File: config.mk
export PLATFORM = sky130hd
export DESIGN_NAME = hex_display_ctrl
export DESIGN_NICKNAME = d
export VERILOG_FILES = /design/src/rtl/hex_display_ctrl.sv
export SDC_FILE = /design/constraint.sdc
export NUM_CORES = 1
export LEC_CHECK = 0
export CORE_MARGIN = 2
export CORE_UTILIZATION = 55
export CTS_BUF_LIST = sky130_fd_sc_hd__clkbuf_4
export CTS_CLUSTER_SIZE = 8
export DETAILED_ROUTE_END_ITERATION = 10
export PLACE_DENSITY = 0.93
export SYNTH_ARGS = -nofsm -noshare
export SYNTH_HDL_FRONTEND = slang
export SYNTH_SLANG_ARGS = --single-unit
File: constraint.sdc
create_clock -name clk -period 4 [get_ports clk]
set_input_delay 0.4 -clock clk [delete_from_list [all_inputs] [get_ports clk]]
set_output_delay 0.4 -clock clk [all_outputs]
set_load 0.01 [all_outputs]
File: src/rtl/hex_display_ctrl.sv
// Registered multi-digit active-low 7-segment driver: hex decode, leading-zero blanking and blink.
// Optional nibble-rotate scroll mode is compiled in when HEXDISP_SCROLL_EN is defined.
module hex_display_ctrl #(
    parameter int N_DIGITS  = 6,
    parameter int BLINK_DIV = 25000000
) (
    input  logic                    clk,
    input  logic                    rst,
    input  logic                    load,
    input  logic [4*N_DIGITS-1:0]   data,
    input  logic                    blank_lz,
    input  logic [N_DIGITS-1:0]     blink_mask,
`ifdef HEXDISP_SCROLL_EN
    input  logic                    scroll_en,
`endif
    output logic [7*N_DIGITS-1:0]   seg,
    output logic                    blink_phase
);

    localparam int CNT_W = (BLINK_DIV > 1) ? $clog2(BLINK_DIV) : 1;
    localparam logic [CNT_W-1:0] CNT_MAX = CNT_W'(BLINK_DIV - 1);

    logic [CNT_W-1:0]        div_cnt;
    logic                    wrap;
    logic                    lz_en;
    logic [4*N_DIGITS-1:0]   value_p0;
    logic [7*N_DIGITS-1:0]   seg_d;

    function automatic logic [6:0] hex_decode(input logic [3:0] nib);
        case (nib)
            4'h0: return 7'b1000000;
            4'h1: return 7'b1111001;
            4'h2: return 7'b0100100;
            4'h3: return 7'b0110000;
            4'h4: return 7'b0011001;
            4'h5: return 7'b0010010;
            4'h6: return 7'b0000010;
            4'h7: return 7'b1111000;
            4'h8: return 7'b0000000;
            4'h9: return 7'b0010000;
            4'hA: return 7'b0001000;
            4'hB: return 7'b0000011;
            4'hC: return 7'b1000110;
            4'hD: return 7'b0100001;
            4'hE: return 7'b0000110;
            default: return 7'b0001110;
        endcase
    endfunction

`ifdef HEXDISP_SCROLL_EN
    // Shift-and-or form also degenerates correctly to identity for a single digit.
    function automatic logic [4*N_DIGITS-1:0] rotl_nibble(input logic [4*N_DIGITS-1:0] v);
        return (v << 4) | (v >> (4 * (N_DIGITS - 1)));
    endfunction

    assign lz_en = blank_lz & ~scroll_en;
`else
    assign lz_en = blank_lz;
`endif

    assign wrap = (div_cnt == CNT_MAX);

    always_ff @(posedge clk) begin
        if (rst) begin
            div_cnt     <= '0;
            blink_phase <= 1'b0;
        end else if (wrap) begin
            div_cnt     <= '0;
            blink_phase <= ~blink_phase;
        end else begin
            div_cnt     <= div_cnt + 1'b1;
        end
    end

    // Stage p0: value register
    always_ff @(posedge clk) begin
        if (rst) begin
            value_p0 <= '0;
        end else if (load) begin
            value_p0 <= data;
`ifdef HEXDISP_SCROLL_EN
        end else if (scroll_en && wrap) begin
            value_p0 <= rotl_nibble(value_p0);
`endif
        end
    end

    // Walk from the MS digit down so upper_zero covers nibbles i..N_DIGITS-1.
    always_comb begin
        logic upper_zero;
        logic dark;
        seg_d      = '1;
        upper_zero = 1'b1;
        dark       = 1'b0;
        for (int i = N_DIGITS - 1; i >= 0; i--) begin
            upper_zero = upper_zero & (value_p0[4*i +: 4] == 4'h0);
            dark = (lz_en && upper_zero && (i > 0)) || (blink_phase && blink_mask[i]);
            seg_d[7*i +: 7] = dark ? 7'h7F : hex_decode(value_p0[4*i +: 4]);
        end
    end

    // Stage p1: segment output register
    always_ff @(posedge clk) begin
        if (rst) begin
            seg <= '1;
        end else begin
            seg <= seg_d;
        end
    end

endmodule

======== After elaboration in Yosys (flattened, before gate mapping) ========
Memory sizes are Yosys's and may differ from the RTL's. A register that Yosys moved wholly into a read port is not among the register bits.
Index checks and enable logic that the tools add are counted.
operators by class
  add/subtract/negate cells ............... 1
  equality and inequality tests ........... 1
  bitwise gates (word level) .............. 5
  reductions and logical operators ........ 28
operator list
  operator               count
  $add 25x1->25 const B  1
  $eq 25x25->1 const B   1
  $logic_not 4->1        5
  $reduce_or 2->1        7
  $logic_and 1x1->1      11
  $logic_or 1x1->1       5
  $and 1x1->1            4
  $not 1->1              1
word-level totals
  bits in registers ....................... 50
  memory bits (read-only) ................. 672
  input port bits ......................... 34
  logic and storage cells ................. 44
  memories kept ........................... 6
memory list
  memory           depth  width  rd ports  clocked after Yosys merged registers in  wr ports  line  RTL
  (no name shown)  16     7      1         1                                        0         30    case (nib)
  (no name shown)  16     7      1         1                                        0         30
  (no name shown)  16     7      1         1                                        0         30
  (no name shown)  16     7      1         1                                        0         30
  (no name shown)  16     7      1         1                                        0         30
  (no name shown)  16     7      1         1                                        0         30

======== Depth between registers and ports, before layout ========
  word-level depth ........................ 8
  depth in mapped cells ................... 6
  mapped depth without buffers ............ 6

======== Worst setup path after synthesis ========
OpenSTA, ideal clock, no wires.
  kind .................................... register -> register
  start point ............................. register div_cnt[9]
  end point ............................... register blink_phase
  library setup time ...................... 0.070 ns
  arrival ................................. 1.831 ns
  data required time ...................... 3.930 ns
  slack ................................... 2.098 ns
  stages on the path, launching flop included .. 5
  path buffers ............................ 0
  period minus slack after synthesis ...... 1.902 ns
  path through ............................ dfxtp_1 -> or4b_1 -> or4_4 -> or3_1 -> a21oi_1
on the way
  longest elaborated chain between the ends .. 1
RTL lines
  item                    line  RTL
  from (decl)             23    logic [CNT_W-1:0] div_cnt;
  from (signal assigned)  71    div_cnt <= div_cnt + 1'b1;
  $eq 25x25->1            61    assign wrap = (div_cnt == CNT_MAX);
  to (signal assigned)    69    blink_phase <= ~blink_phase;
  to (decl)               17    output logic blink_phase
No other way between the ends.
A chain may end at the register's enable or synchronous reset.

======== Final worst setup path ========
  start point ............................. register value_p0[16]
  end point ............................... register seg[21]
on the way
  longest elaborated chain between the ends .. 6
RTL lines
  item                              line  RTL
  from (decl)                       26    logic [4*N_DIGITS-1:0] value_p0;
  from (signal assigned)            80    value_p0 <= data;
  $logic_not 4->1                   96    upper_zero = upper_zero & (value_p0[4*i +: 4] == 4'h0);
  $and 1x1->1 (2 in a row)          96
  $logic_and 1x1->1                 97    dark = (lz_en && upper_zero && (i > 0)) || (blink_phase && blink_mask[i]);
  $logic_or 1x1->1                  97
  $reduce_or 2->1 (no source line)  -
  to (decl)                         16    output logic [7*N_DIGITS-1:0] seg,
No other way between the ends.

==> flow_metrics.py <==
metrics = {
    "cts": {
        "cts_root_buffer": "clkbuf_4",
        "cts_setup_buffers": 0,
        "clock-sinks": 92,
        "cts_tree": "done",
        "cts_buffers": 9,
        "clock_path_buffers": 2,
        "worstSkewPairLatency_ns": 0.45,
        "cts.repair.resized": 0,
        "cts-hold-fix-buffers": 0,
        "cts_htree_levels": 3,
        "path_clk_slew_ns": 0.15,
    },
    "outcome": {
        "outcome": "finished, final reports clean",
    },
    "place": {
        "port_buffers": 76,
        "place_congestion": 0.979,
        "dp_hpwl_um": 7480,
    },
    "sta": {
        "worst_pin_slew_ns": 0.904,
        "fin_crit_ns": 2.39,
        "post-route-period-util_pct": 59.7,
        "final_hold_viol_count": 0,
        "grt_setup_unrepaired": "no",
        "setup_tns_ns": 0,
        "clock_skew_ns": 0.0225,
        "final_max_slew_viol_count": 0,
        "setup_violations": 0,
        "clock.fmax_mhz": 419,
        "max_slew_margin_pct": 39.4,
    },
    "route": {
        "drcViolationCount": 0,
        "antenna_left": 0,
        "drtPass1Iterations": 5,
        "via_count": 3779,
        "avgRoutedWirePerCell_um": 15.1,
        "drtIter0Drc": 181,
        "finalWirelength_um": 10000,
        "vias_per_cell": 5.67,
    },
    "flow_run": {
        "cap_viol_max_count": 0,
    },
    "yosys": {
        "yosysTopAreaCell": "dfxtp_1",
        "synth.area.top_cells": "dfxtp_1 (42%), ha_1 (9.1%), mux2i_1 (5.7%)",
        "ys_seq_area_share_pct": 41.8,
        "synthesis.nets": 560,
        "netlist_instances": 494,
        "syn_area_um2": 4410,
        "syn_area_per_cell_um2": 8.92,
        "ys_ff_latch": 92,
        "yosysWarnings": 0,
        "ys_types": 42,
        "synth_top_area_share_pct": 41.8,
    },
    "cells_and_area": {
        "area_growth_pct": 21.0,
        "final_net_count": 626,
        "fillers": 574,
        "diodes": 0,
        "drive_above_1_share_pct": 4.25,
        "fin_util_pct": 69.0,
    },
    "power": {
        "powerDensity_nw_per_um2": 335,
        "p_leak_nw": 1.98,
        "peakVddDrop_mv": 0.242,
        "power.total_mw": 1.79,
    },
    "global_route": {
        "antenna_found_initial": 0,
        "grt_usage_pct": 23.5,
        "grt_pass1_wl_um": 16500,
        "grt_max_degree": 26,
        "grt_pass1_vias": 3587,
        "grt.overflow.total": 0,
    },
    "floorplan": {
        "core_area_um2": 7730,
        "ios": 77,
        "fp.dieH_um": 93.5,
        "die_w_um": 93.5,
        "rows": 32,
        "start_util_pct": 57.0,
        "die_area_um2": 8740,
    },
    "setup_path": {
        "end_kind": "register",
        "cp.arrival_ns": 2.66,
        "required_ns": 4.28,
        "crit_path_max_fanout": 7,
        "criticalPathCategory": "register to register",
        "rrSetupSlack_ns": 1.61,
        "startpoint_type": "register",
    },
    "hold_path": {
        "hold_path.class": "register to register",
    },
}
==> cell usage in the layout, fill, tap and decap left out, types with 7 or more instances in the layout <==
cell type | netlist | layout
o211ai_1 | 19 | 19
clkbuf_4 | 0 | 10
nand2b_1 | 12 | 12
ha_1 | 32 | 32
nor2_1 | 62 | 62
o21ai_0 | 25 | 25
xnor2_1 | 12 | 12
or3_1 | 7 | 7
nand3_1 | 15 | 15
dfxtp_1 | 92 | 92
inv_1 | 27 | 27
nand4_1 | 8 | 8
nand2_1 | 39 | 39
o311ai_0 | 22 | 22
a21oi_1 | 15 | 15
mux2i_1 | 25 | 25
a21o_1 | 7 | 7
clkdlybuf4s50_1 | 0 | 76
==> cell families (layout without fill, tap and decap cells) <==
kind of cell | count (synthesis) | in the layout | synth area share, %
AND/OR/NAND/NOR | 179 | 179 | 19.9
AO/OA/AOI/OAI | 100 | 100 | 15.8
flip-flops | 92 | 92 | 41.8
adder cells (fa/ha/maj) | 32 | 32 | 9.09
buffers and inverters | 50 | 121 | 4.43
multiplexers | 27 | 27 | 6.19
XOR/XNOR | 14 | 14 | 2.78
==> report_power, final <==
| part | switching [mW] | internal (mW) |
|---|---|---|
| clock network | 0.310 | 0.135 |
| registers | 0.0498 | 0.977 |
| logic | 0.143 | 0.171 |
==> per-layer routing <==
layer	part of all wire, %	wire length (um)	track usage [%]	vias up
met5	0	0	0	-
met3	4.8	479	4.83	21
li1	-	-	-	1871
met4	2.5	248	9.80	0
met2	51	5080	41.2	116
met1	42	4230	27.9	1771
==> through the flow <==
step / instance area [um^2] / hold slack, ns / setup slack, ns / instances
2_1_floorplan: 4410 / 0.417 / 2.10 / 494
3_3_place_gp: 5220 / 0.428 / 1.73 / 651
3_5_place_dp: 5220 / 0.442 / 1.53 / 651
4_1_cts: 5330 / 0.465 / 1.68 / 667
5_1_grt: 5330 / 0.502 / 1.40 / 667
6_report: 5330 / 0.459 / 1.61 / 667
==> worst paths after layout <==
kind	startpoint	to	depth (start not counted)
max	value_p0[16]$_SDFFE_PP0P_	seg[21]$_SDFF_PP1_	6
min	div_cnt[0]$_SDFF_PP0_	div_cnt[0]$_SDFF_PP0_	1
max reg2reg	value_p0[16]$_SDFFE_PP0P_	seg[21]$_SDFF_PP1_	6
min reg2reg	div_cnt[0]$_SDFF_PP0_	div_cnt[0]$_SDFF_PP0_	1
==> cells in the mapped netlist <==
cell      number
o311ai_0      22
nor4b_1        1
clkbuf_1      20
a221oi_1       1
a21o_1         7
mux2i_1       25
nand3b_1       5
or4_1          2
nor4bb_1       1
and3_1         4
and2_0         1
ha_1          32
o21bai_4       1
a211oi_1       2
or3b_2         1
a31o_2         1
nor4_1         4
buf_1          1
xor2_1         2
xnor2_1       12
dfxtp_1       92
nand4_1        8
a21oi_1       15
or3_1          7
nor2b_1        4
a32oi_1        4
o21ai_0       25
nand3_1       15
inv_1         27
nand2b_1      12
or4_4          1
and2_1         3
nor2_1        62
or4b_1         1
buf_4          2
and4_1         1
nor3b_1        3
mux2_2         2
o21a_1         3
o211ai_1      19
nor3_1         4
nand2_1       39
==> sequential cells by signal, indices dropped and copies added (netlist names) <==
| name | cells |
|---|---|
| value_p0 | 24 |
| div_cnt | 25 |
| blink_phase | 1 |
| seg | 42 |
==> critical path, cell delays in order (launching register included) <==
cell and delay, ns:
dfxtp_1 0.45, inv_1 0.13, ha_1 0.27, nor3b_1 0.18, and2_1 0.21, a221oi_1 0.67, o311ai_0 0.32
==> final cells by class <==
class	instances	area, um^2	share of cell area [%]
sequential	92	1840	34.6
timing repair buffer	78	776	14.6
inverter	27	101	1.90
tap	102	128	2.39
clock buffer	10	75.1	1.41
multi-input combinational	352	2370	44.4
clock inverter	6	40.0	0.751
No activity file was read; power rests on OpenSTA's default activity.
